===== config.mk =====
export PLATFORM = sky130hd
export DESIGN_NAME = id_regfile_sb_flat
export DESIGN_NICKNAME = d
export VERILOG_FILES = /design/src/rtl/id_regfile_sb_if.sv /design/src/rtl/id_regfile_sb.sv /design/src/flat_wrapper.sv
export SDC_FILE = /design/constraint.sdc
export NUM_CORES = 2
export LEC_CHECK = 0
export CORE_ASPECT_RATIO = 0.75
export CORE_MARGIN = 5
export CORE_UTILIZATION = 40
export CTS_CLUSTER_DIAMETER = 100
export DETAILED_ROUTE_END_ITERATION = 16
export PLACE_DENSITY = 0.55
export SKIP_LAST_GASP = 1
export SLEW_MARGIN = 10
export SYNTH_ARGS = -nofsm -noshare
export SYNTH_HDL_FRONTEND = slang
export SYNTH_SLANG_ARGS = --single-unit
export TNS_END_PERCENT = 10

===== constraint.sdc =====
create_clock -name clk -period 4.6 [get_ports clk]
set_clock_uncertainty 0.1 [all_clocks]
set_input_delay 0.46 -clock clk [delete_from_list [all_inputs] [get_ports clk]]
set_output_delay 0.46 -clock clk [all_outputs]
set_load 0.02 [all_outputs]

===== src/rtl/id_regfile_sb_if.sv =====
// Decode register-file bundle: instruction fields, writeback port, scoreboard
// issue port and the read/extend/stall results returned to the pipeline.
interface id_regfile_sb_if #(
  parameter int DATA_W = 32
);
  logic [31:0]       instruction;
  logic              uses_rt;
  logic [1:0]        ext_mode;
  logic              issue_pending;
  logic [4:0]        issue_dest;
  logic              RegWrite;
  logic [4:0]        write_register;
  logic [DATA_W-1:0] write_data;
  logic [DATA_W-1:0] read_data1;
  logic [DATA_W-1:0] read_data2;
  logic [DATA_W-1:0] extended_bits;
  logic              stall;
  logic [31:0]       pending_vec;

  // Pipeline side: IF/ID, hazard unit and writeback drive the requests.
  modport master (
    output instruction, uses_rt, ext_mode, issue_pending, issue_dest,
           RegWrite, write_register, write_data,
    input  read_data1, read_data2, extended_bits, stall, pending_vec
  );

  // Register-file side.
  modport slave (
    input  instruction, uses_rt, ext_mode, issue_pending, issue_dest,
           RegWrite, write_register, write_data,
    output read_data1, read_data2, extended_bits, stall, pending_vec
  );
endinterface


===== src/rtl/id_regfile_sb.sv =====
// Decode-stage register file: two combinational read ports with same-cycle
// writeback bypass, one synchronous write port, a pending-write scoreboard
// that flags source hazards, and a mode-selectable immediate extender.
// The interface instance must be parameterised with the same DATA_W.
module id_regfile_sb #(
  parameter int DATA_W  = 32,
  parameter int SP_IDX  = 29,
  parameter int SP_INIT = 4000
) (
  input  logic           clk,
  input  logic           rst_n,
  id_regfile_sb_if.slave rf
);

  localparam logic [DATA_W-1:0] SP_RST = DATA_W'(SP_INIT);

  localparam logic [1:0] EXT_SIGN  = 2'b00;
  localparam logic [1:0] EXT_ZERO  = 2'b01;
  localparam logic [1:0] EXT_UPPER = 2'b10;
  localparam logic [1:0] EXT_SHAMT = 2'b11;

  // Sign-extend a 16-bit immediate to the datapath width.
  function automatic logic signed [DATA_W-1:0] ext_sign(input logic signed [15:0] v);
    return DATA_W'(v);
  endfunction

  // Zero-extend a 16-bit immediate.
  function automatic logic [DATA_W-1:0] ext_zero(input logic [15:0] v);
    return DATA_W'(v);
  endfunction

  // lui form: immediate in [31:16]; sign-extends from bit 31 on wide
  // datapaths and truncates on narrow ones.
  function automatic logic signed [DATA_W-1:0] ext_upper(input logic [15:0] v);
    logic signed [31:0] u;
    u = {v, 16'h0000};
    return DATA_W'(u);
  endfunction

  // Zero-extend the 5-bit shift amount.
  function automatic logic [DATA_W-1:0] ext_shamt(input logic [4:0] v);
    return DATA_W'(v);
  endfunction

  // Extender mode dispatch.
  function automatic logic [DATA_W-1:0] extend(input logic [1:0]  mode,
                                               input logic [15:0] v,
                                               input logic [4:0]  sh);
    logic [DATA_W-1:0] r;
    case (mode)
      EXT_SIGN:  r = ext_sign(v);
      EXT_ZERO:  r = ext_zero(v);
      EXT_UPPER: r = ext_upper(v);
      EXT_SHAMT: r = ext_shamt(sh);
      default:   r = '0;
    endcase
    return r;
  endfunction

  // Instruction field decode.
  logic [4:0]  rs;
  logic [4:0]  rt;
  logic [15:0] imm;
  logic [4:0]  shamt;
  logic        unused_opcode;

  assign rs            = rf.instruction[25:21];
  assign rt            = rf.instruction[20:16];
  assign imm           = rf.instruction[15:0];
  assign shamt         = rf.instruction[10:6];
  assign unused_opcode = ^rf.instruction[31:26];

  // Write and scoreboard qualifiers. Only a clean 1 enables; X/Z reads as 0.
  logic wb_act;
  logic wr_en;
  logic iss_en;
  logic byp1;
  logic byp2;

  assign wb_act = (rf.RegWrite === 1'b1);
  assign wr_en  = wb_act && (rf.write_register != 5'd0);
  assign iss_en = (rf.issue_pending === 1'b1) && (rf.issue_dest != 5'd0);

  // Bypass is suppressed during reset so the reads reflect the cleared state.
  assign byp1 = rst_n && wr_en && (rf.write_register == rs);
  assign byp2 = rst_n && wr_en && (rf.write_register == rt);

  // Architectural register storage.
  logic [DATA_W-1:0] regs [0:31];

  // Storage: reset clears everything but the stack pointer; writes to r0 drop.
  always_ff @(posedge clk or negedge rst_n) begin
    if (!rst_n) begin
      for (int i = 0; i < 32; i++) begin
        regs[i] <= (i == SP_IDX) ? SP_RST : '0;
      end
    end else if (wr_en) begin
      regs[rf.write_register] <= rf.write_data;
    end
  end

  // Scoreboard: one bit per register with an outstanding late write.
  logic [31:0] pend_q;
  logic [31:0] pend_d;

  // Next scoreboard state: clear on writeback, then set on issue so that a
  // new producer issued on the same edge supersedes the retiring one.
  always_comb begin
    pend_d = pend_q;
    if (wb_act) begin
      pend_d[rf.write_register] = 1'b0;
    end
    if (iss_en) begin
      pend_d[rf.issue_dest] = 1'b1;
    end
    pend_d[0] = 1'b0;
  end

  // Scoreboard register.
  always_ff @(posedge clk or negedge rst_n) begin
    if (!rst_n) begin
      pend_q <= '0;
    end else begin
      pend_q <= pend_d;
    end
  end

  // Read ports: r0 hard-wired to zero, then bypass, then storage.
  logic [DATA_W-1:0] rd1;
  logic [DATA_W-1:0] rd2;

  // Port 1 (rs) mux.
  always_comb begin
    rd1 = '0;
    if (rs == 5'd0) begin
      rd1 = '0;
    end else if (byp1) begin
      rd1 = rf.write_data;
    end else begin
      rd1 = regs[rs];
    end
  end

  // Port 2 (rt) mux.
  always_comb begin
    rd2 = '0;
    if (rt == 5'd0) begin
      rd2 = '0;
    end else if (byp2) begin
      rd2 = rf.write_data;
    end else begin
      rd2 = regs[rt];
    end
  end

  // Hazard detect: a pending source stalls unless writeback is delivering it
  // this very cycle through the bypass.
  logic haz_rs;
  logic haz_rt;

  assign haz_rs = pend_q[rs] && !byp1;
  assign haz_rt = rf.uses_rt && pend_q[rt] && !byp2;

  assign rf.read_data1    = rd1;
  assign rf.read_data2    = rd2;
  assign rf.extended_bits = extend(rf.ext_mode, imm, shamt);
  assign rf.stall         = haz_rs || haz_rt;
  assign rf.pending_vec   = pend_q;

endmodule


===== src/flat_wrapper.sv =====
// flat-port wrapper written by rule: the top's interface ports become plain ports
module id_regfile_sb_flat 
#(
  parameter int DATA_W  = 32,
  parameter int SP_IDX  = 29,
  parameter int SP_INIT = 4000
)
  (clk, rst_n, rf_instruction, rf_uses_rt, rf_ext_mode, rf_issue_pending, rf_issue_dest, rf_RegWrite, rf_write_register, rf_write_data, rf_read_data1, rf_read_data2, rf_extended_bits, rf_stall, rf_pending_vec);
  id_regfile_sb_if #(.DATA_W(DATA_W)) rf_i ();
  input  logic clk;
  input  logic rst_n;
  input wire logic [$bits(rf_i.instruction)-1:0] rf_instruction;
  input wire logic [$bits(rf_i.uses_rt)-1:0] rf_uses_rt;
  input wire logic [$bits(rf_i.ext_mode)-1:0] rf_ext_mode;
  input wire logic [$bits(rf_i.issue_pending)-1:0] rf_issue_pending;
  input wire logic [$bits(rf_i.issue_dest)-1:0] rf_issue_dest;
  input wire logic [$bits(rf_i.RegWrite)-1:0] rf_RegWrite;
  input wire logic [$bits(rf_i.write_register)-1:0] rf_write_register;
  input wire logic [$bits(rf_i.write_data)-1:0] rf_write_data;
  output wire logic [$bits(rf_i.read_data1)-1:0] rf_read_data1;
  output wire logic [$bits(rf_i.read_data2)-1:0] rf_read_data2;
  output wire logic [$bits(rf_i.extended_bits)-1:0] rf_extended_bits;
  output wire logic [$bits(rf_i.stall)-1:0] rf_stall;
  output wire logic [$bits(rf_i.pending_vec)-1:0] rf_pending_vec;
  assign rf_i.instruction = rf_instruction;
  assign rf_i.uses_rt = rf_uses_rt;
  assign rf_i.ext_mode = rf_ext_mode;
  assign rf_i.issue_pending = rf_issue_pending;
  assign rf_i.issue_dest = rf_issue_dest;
  assign rf_i.RegWrite = rf_RegWrite;
  assign rf_i.write_register = rf_write_register;
  assign rf_i.write_data = rf_write_data;
  assign rf_read_data1 = rf_i.read_data1;
  assign rf_read_data2 = rf_i.read_data2;
  assign rf_extended_bits = rf_i.extended_bits;
  assign rf_stall = rf_i.stall;
  assign rf_pending_vec = rf_i.pending_vec;
  id_regfile_sb #(.DATA_W(DATA_W), .SP_IDX(SP_IDX), .SP_INIT(SP_INIT)) u_core (.clk(clk), .rst_n(rst_n), .rf(rf_i));
endmodule

# After elaboration in Yosys (flattened, before gate mapping)
# Index checks and enable logic that the tools add are counted.
classes:
  reduce_logical: 19
  n_bitwise: 6
  n_lt_le_gt_ge: 10
  eq_ne: 7
  n_mux: 24
ops:
  columns: ["operator", "count"]
  rows:
  - ["1024-bit bitwise mux", 1]
  - ["32-bit two-way mux", 11]
  - ["32-bit binary-select mux with 5-bit select", 2]
  - ["32-bit demux with 5-bit select", 1]
  - ["32-bit one-hot mux with 4 select lines", 1]
  - ["32-bit bitwise AND", 1]
  - ["32-bit NOT", 1]
  - ["32-bit bitwise OR", 1]
  - ["5-bit by 6-bit < comparator with 1-bit output, second input constant", 4]
  - ["6-bit greater-or-equal comparator, second input constant", 3]
  - ["5-bit NOT with 6-bit output", 3]
  - ["1-bit logical AND", 11]
  - ["1-bit binary-select mux with 5-bit select", 2]
  - ["1-bit demux with 5-bit select", 2]
  - ["5-bit equality test", 2]
  - ["5-bit by 1-bit greater-or-equal comparator with 1-bit output, second input constant", 2]
  - ["5-bit zero test", 2]
  - ["5-bit nonzero test", 2]
  - ["6-bit by 1-bit < comparator with 1-bit output, second input constant", 1]
  - ["2-bit equality test, second input constant", 2]
  - ["1-bit two-way mux", 4]
  - ["2-bit by 1-bit equality test with 1-bit output, second input constant", 1]
  - ["1-bit === test, second input constant", 2]
  - ["1-bit zero test", 2]
  - ["other kinds (2)", 2]
totals:
  ff_bits: 1055
  out_inout_bits: 129

# Logic depth before layout (Yosys ltp)
depth:
  word_depth: 9
  mapped_depth: 9
  ltp_nobuf: 5

# Worst setup path before layout
# OpenSTA, ideal clock, no wires.
synth_path:
  kind: "input to output"
  startpoint: "input port rf_instruction[16]"
  endpoint: "output port rf_read_data2[0]"
  stages: 9
  path_buffers: 4
  arrival_ns: 2.102
  path_slack_ns: 1.938
  cell_sequence: "buf_6 > buf_8 > xor2_1 > nor3_1 > and4_1 > buf_2 > buf_2 > nor3_1 > nor3_1"
synth_via:
  elab_chain_len: 6
synth_rtl:
  columns: ["element", "line", "source"]
  rows:
  - ["start, declared", "flat_wrapper.sv:12", "input wire logic [$bits(rf_i.instruction)-1:0] rf_instruction;"]
  - ["5-bit NOT with 6-bit output (not written as such)", "id_regfile_sb.sv:152", "rd2 = regs[rt];"]
  - ["32-bit binary-select mux with 5-bit select", "id_regfile_sb.sv:152", null]
  - ["32-bit two-way mux (not written as such) (2 in series)", "id_regfile_sb.sv:152", null]
  - ["32-bit two-way mux", "id_regfile_sb.sv:149", "end else if (byp2) begin"]
  - ["32-bit two-way mux *", "id_regfile_sb.sv:147", "if (rt == 5'd0) begin"]
  - ["end, declared", "flat_wrapper.sv:21", "output wire logic [$bits(rf_i.read_data2)-1:0] rf_read_data2;"]
# Every way passes the cells marked *; elsewhere a longest branch is shown, timed or not. The select of a mux whose other input is x is not followed.

# Worst setup path after layout
layout_path:
  startpoint: "input port rf_write_register[3]"
  endpoint: "output port rf_read_data1[30]"
layout_via:
  elab_chain_len: 6
layout_rtl:
  columns: ["element", "line", "source"]
  rows:
  - ["start, declared", "flat_wrapper.sv:18", "input wire logic [$bits(rf_i.write_register)-1:0] rf_write_register;"]
  - ["5-bit nonzero test", "id_regfile_sb.sv:81", "assign wr_en = wb_act && (rf.write_register != 5'd0);"]
  - ["1-bit logical AND", "id_regfile_sb.sv:81", null]
  - ["1-bit logical AND", "id_regfile_sb.sv:85", "assign byp1 = rst_n && wr_en && (rf.write_register == rs);"]
  - ["1-bit logical AND *", "id_regfile_sb.sv:85", null]
  - ["32-bit two-way mux *", "id_regfile_sb.sv:137", "end else if (byp1) begin"]
  - ["32-bit two-way mux *", "id_regfile_sb.sv:135", "if (rs == 5'd0) begin"]
  - ["end, declared", "flat_wrapper.sv:20", "output wire logic [$bits(rf_i.read_data1)-1:0] rf_read_data1;"]
# Every way passes the cells marked *; elsewhere a longest branch is shown, timed or not.

==> impl_metrics.tcl <==
set metrics [dict create \
    fin_cells 6213 \
    viasPerCell 6.23 \
    synth_top_area_share_pct 45.9 \
    finalNetCount 4314 \
    dieHeight_um 338 \
    clkSlewWorstSetupHoldPaths_ns 0.06 \
    htreeDepth 3 \
    worstSetupPathType "in -> out" \
    synth-edff-count 0 \
    tritoncts "built" \
    worstPathRequired_ns 4.04 \
    status "finished clean" \
    rsz0062_at_grt "no" \
    hold_viol_final 0 \
    place_inst 6011 \
    clock_latency_ns 0.71 \
    clockRootBuffer "clkbuf_16" \
    place.port_buffers 202 \
    netlist_area_um2 57200 \
    ant_nets 0 \
    grt_first_pass_wirelength_mm 283 \
    worstPathMaxFanout 10 \
    ys_warn_count 0 \
    grt_max_degree 156 \
    grt_pass1_vias 38843 \
    timing.final.ws_setup_ns 0.288 \
    maxCapViolCount 0 \
    p_leak_nw 28.0 \
    ys_seq_area_share_pct 46.1 \
    setup_tns_ns 0 \
    worst-slew-pin-transition_ns 0.981 \
    synth_commonest_cells "1237 x mux2_2, 1049 x dfrtp_1, 397 x mux4_2, 231 x clkbuf_1, 208 x nor2_1" \
    cts_buffers 110 \
    syn_nets 4231 \
    synthFlopType "dfrtp_1" \
    die_w_um 447 \
    yosys-top-cells-area "dfrtp_1 46%, mux2_2 24%, mux4_2 16%" \
    vias 38691 \
    drive_gt1_share_pct 48.9 \
    cp-end-kind "output pin" \
    synth_cell_type_count 54 \
    io_pins 210 \
    die_area_um2 151000 \
    yosys.area.top_type "dfrtp_1" \
    vdd_ir_drop_max_mv 0.270 \
    clock-sinks 1055 \
    dp_hpwl_mm 122 \
    cp-start-kind "primary input" \
    min_period_ns 4.31 \
    slew_violations 0 \
    fmax_mhz 232 \
    period_share_pct 93.7 \
    r2r_cells 2 \
    slew_headroom_pct 34.6 \
    crit_arrival_ns 3.75 \
    syn_avg_cell_area_um2 13.8 \
    syn-instance-count 4150 \
    drtIter0Drc 3462 \
    gr-total-overflow 0 \
    rr_endpoint "u_core.rf.pending_vec[21]$_DFF_PN0_" \
    antenna_found_initial 6 \
    yosysMostFrequentCell "mux2_2" \
    reg2reg_from "u_core.rf.pending_vec[21]$_DFF_PN0_" \
    rows 120 \
    hold_path_class "in -> async" \
    cts_buffer_depth 3 \
    pre_cts_slack_ns 0.280 \
    dr.pass1.iters 5 \
    ys_ff_latch 1055 \
    post-cts-setup-buffers 0 \
    num-fill-cells 12710 \
    drt_wl_total_mm 196 \
    power_w 0.0278 \
    power_density_nw_per_um2 423 \
    area_growth_pct 14.8 \
    coreArea_um2 142000 \
    r2r_setup_slack_ns 3.54 \
    setup_viol 0 \
    async_reset_ff_share_pct 100 \
    post-route-util_pct 46.1 \
    drc 0 \
    gp_congestion 0.817 \
    grt.total_usage_pct 25.8 \
    start_util_pct 40.2 \
    wl_per_cell_um 31.5 \
]
-- state kept, by name, indices dropped and copies added, names as in the netlist --
name	count
u_core.regs	1024
u_core.rf.pending_vec	31
-- layout make-up --
| type | instances | area (µm²) | share of cell area [%] |
|---|---|---|---|
| multi-input cells | 2612 | 28700 | 43.7 |
| flip-flops and latches | 1055 | 26400 | 40.2 |
| well taps | 1891 | 2370 | 3.60 |
| clock buffers | 177 | 3380 | 5.14 |
| clock inverters | 22 | 284 | 0.432 |
| inverters | 13 | 48.8 | 0.0743 |
| repair buffers | 441 | 4510 | 6.86 |
| diodes | 2 | 5.00 | 0.00762 |
-- worst max-delay path, cell delays in order --
cell,delay (ns)
clkdlybuf4s50_1,0.63
buf_4,0.29
xor2_1,0.17
nor3_1,0.31
nand3_2,0.54
and4b_1,0.49
nor3_1,0.22
clkdlybuf4s50_1,0.64
-- cell usage in the layout, fill, tap and decap left out, types with 12 or more instances in the layout --
master           instances
a21oi_1                 19
clkbuf_8                29
o21ai_0                 31
nand2_1                 54
nor2_4                  16
buf_4                  192
o221ai_1                32
nor3_1                 159
a211oi_1                31
mux4_2                 397
mux2i_1                 45
clkbuf_16              114
buf_12                  55
clkdlybuf4s50_1        188
clkbuf_1                34
o22ai_1                193
nor2_1                 196
dfrtp_1               1049
nor2b_1                 15
nor4_1                  62
a22o_1                  15
mux2_2                1237
inv_1                   12
-- what timing repair did --
action,in CTS,in global routing
gates resized for setup,0,0
hold buffers,1,0
hold endpoints to repair,374,0
-- where the power goes --
part	switching, W	internal (W)
clock network	0.00388	0.00533
logic	0.00255	0.00363
registers	0.00132	0.0111
total	0.00774	0.0200
-- cells by family after synthesis --
family          synth area share, %
compound gates                 3.88
buf+inv                        4.10
simple gates                   4.84
mux                            40.9
other cells                 0.00655
xor+xnor                      0.153
flops                          46.1
-- through the flow --
| stage | hold WS [ns] | instance area, µm² |
|---|---|---|
| after CTS | 0.0696 | 65700 |
| after global placement | 0.215 | 62000 |
| after detailed placement | 0.211 | 62000 |
| final | 0.0987 | 65700 |
| after global routing | 0.0917 | 65700 |
| after floorplan | 0.0644 | 57200 |
-- metal layers --
| layer | up-vias | track usage (%) | part of all wire (%) |
|---|---|---|---|
| met3 | 309 | 5.64 | 7.5 |
| met1 | 20910 | 37.8 | 45 |
| met5 | - | 0 | 0 |
| met2 | 1449 | 38.5 | 44 |
| met4 | 0 | 7.31 | 2.8 |
| li1 | 16023 | - | - |
-- worst max-delay path by stage --
stage,slack (ns),from,to
global placement,0.32,rf_instruction[18],rf_read_data2[27]
floorplan,1.94,rf_instruction[16],rf_read_data2[0]
CTS,0.27,rf_instruction[18],rf_read_data2[27]
finish,0.29,rf_write_register[3],rf_read_data1[30]
detailed placement,0.28,rf_instruction[18],rf_read_data2[27]
global route,0.20,rf_instruction[18],rf_read_data2[2]
Note: power is estimated with default switching activity, not from simulation.
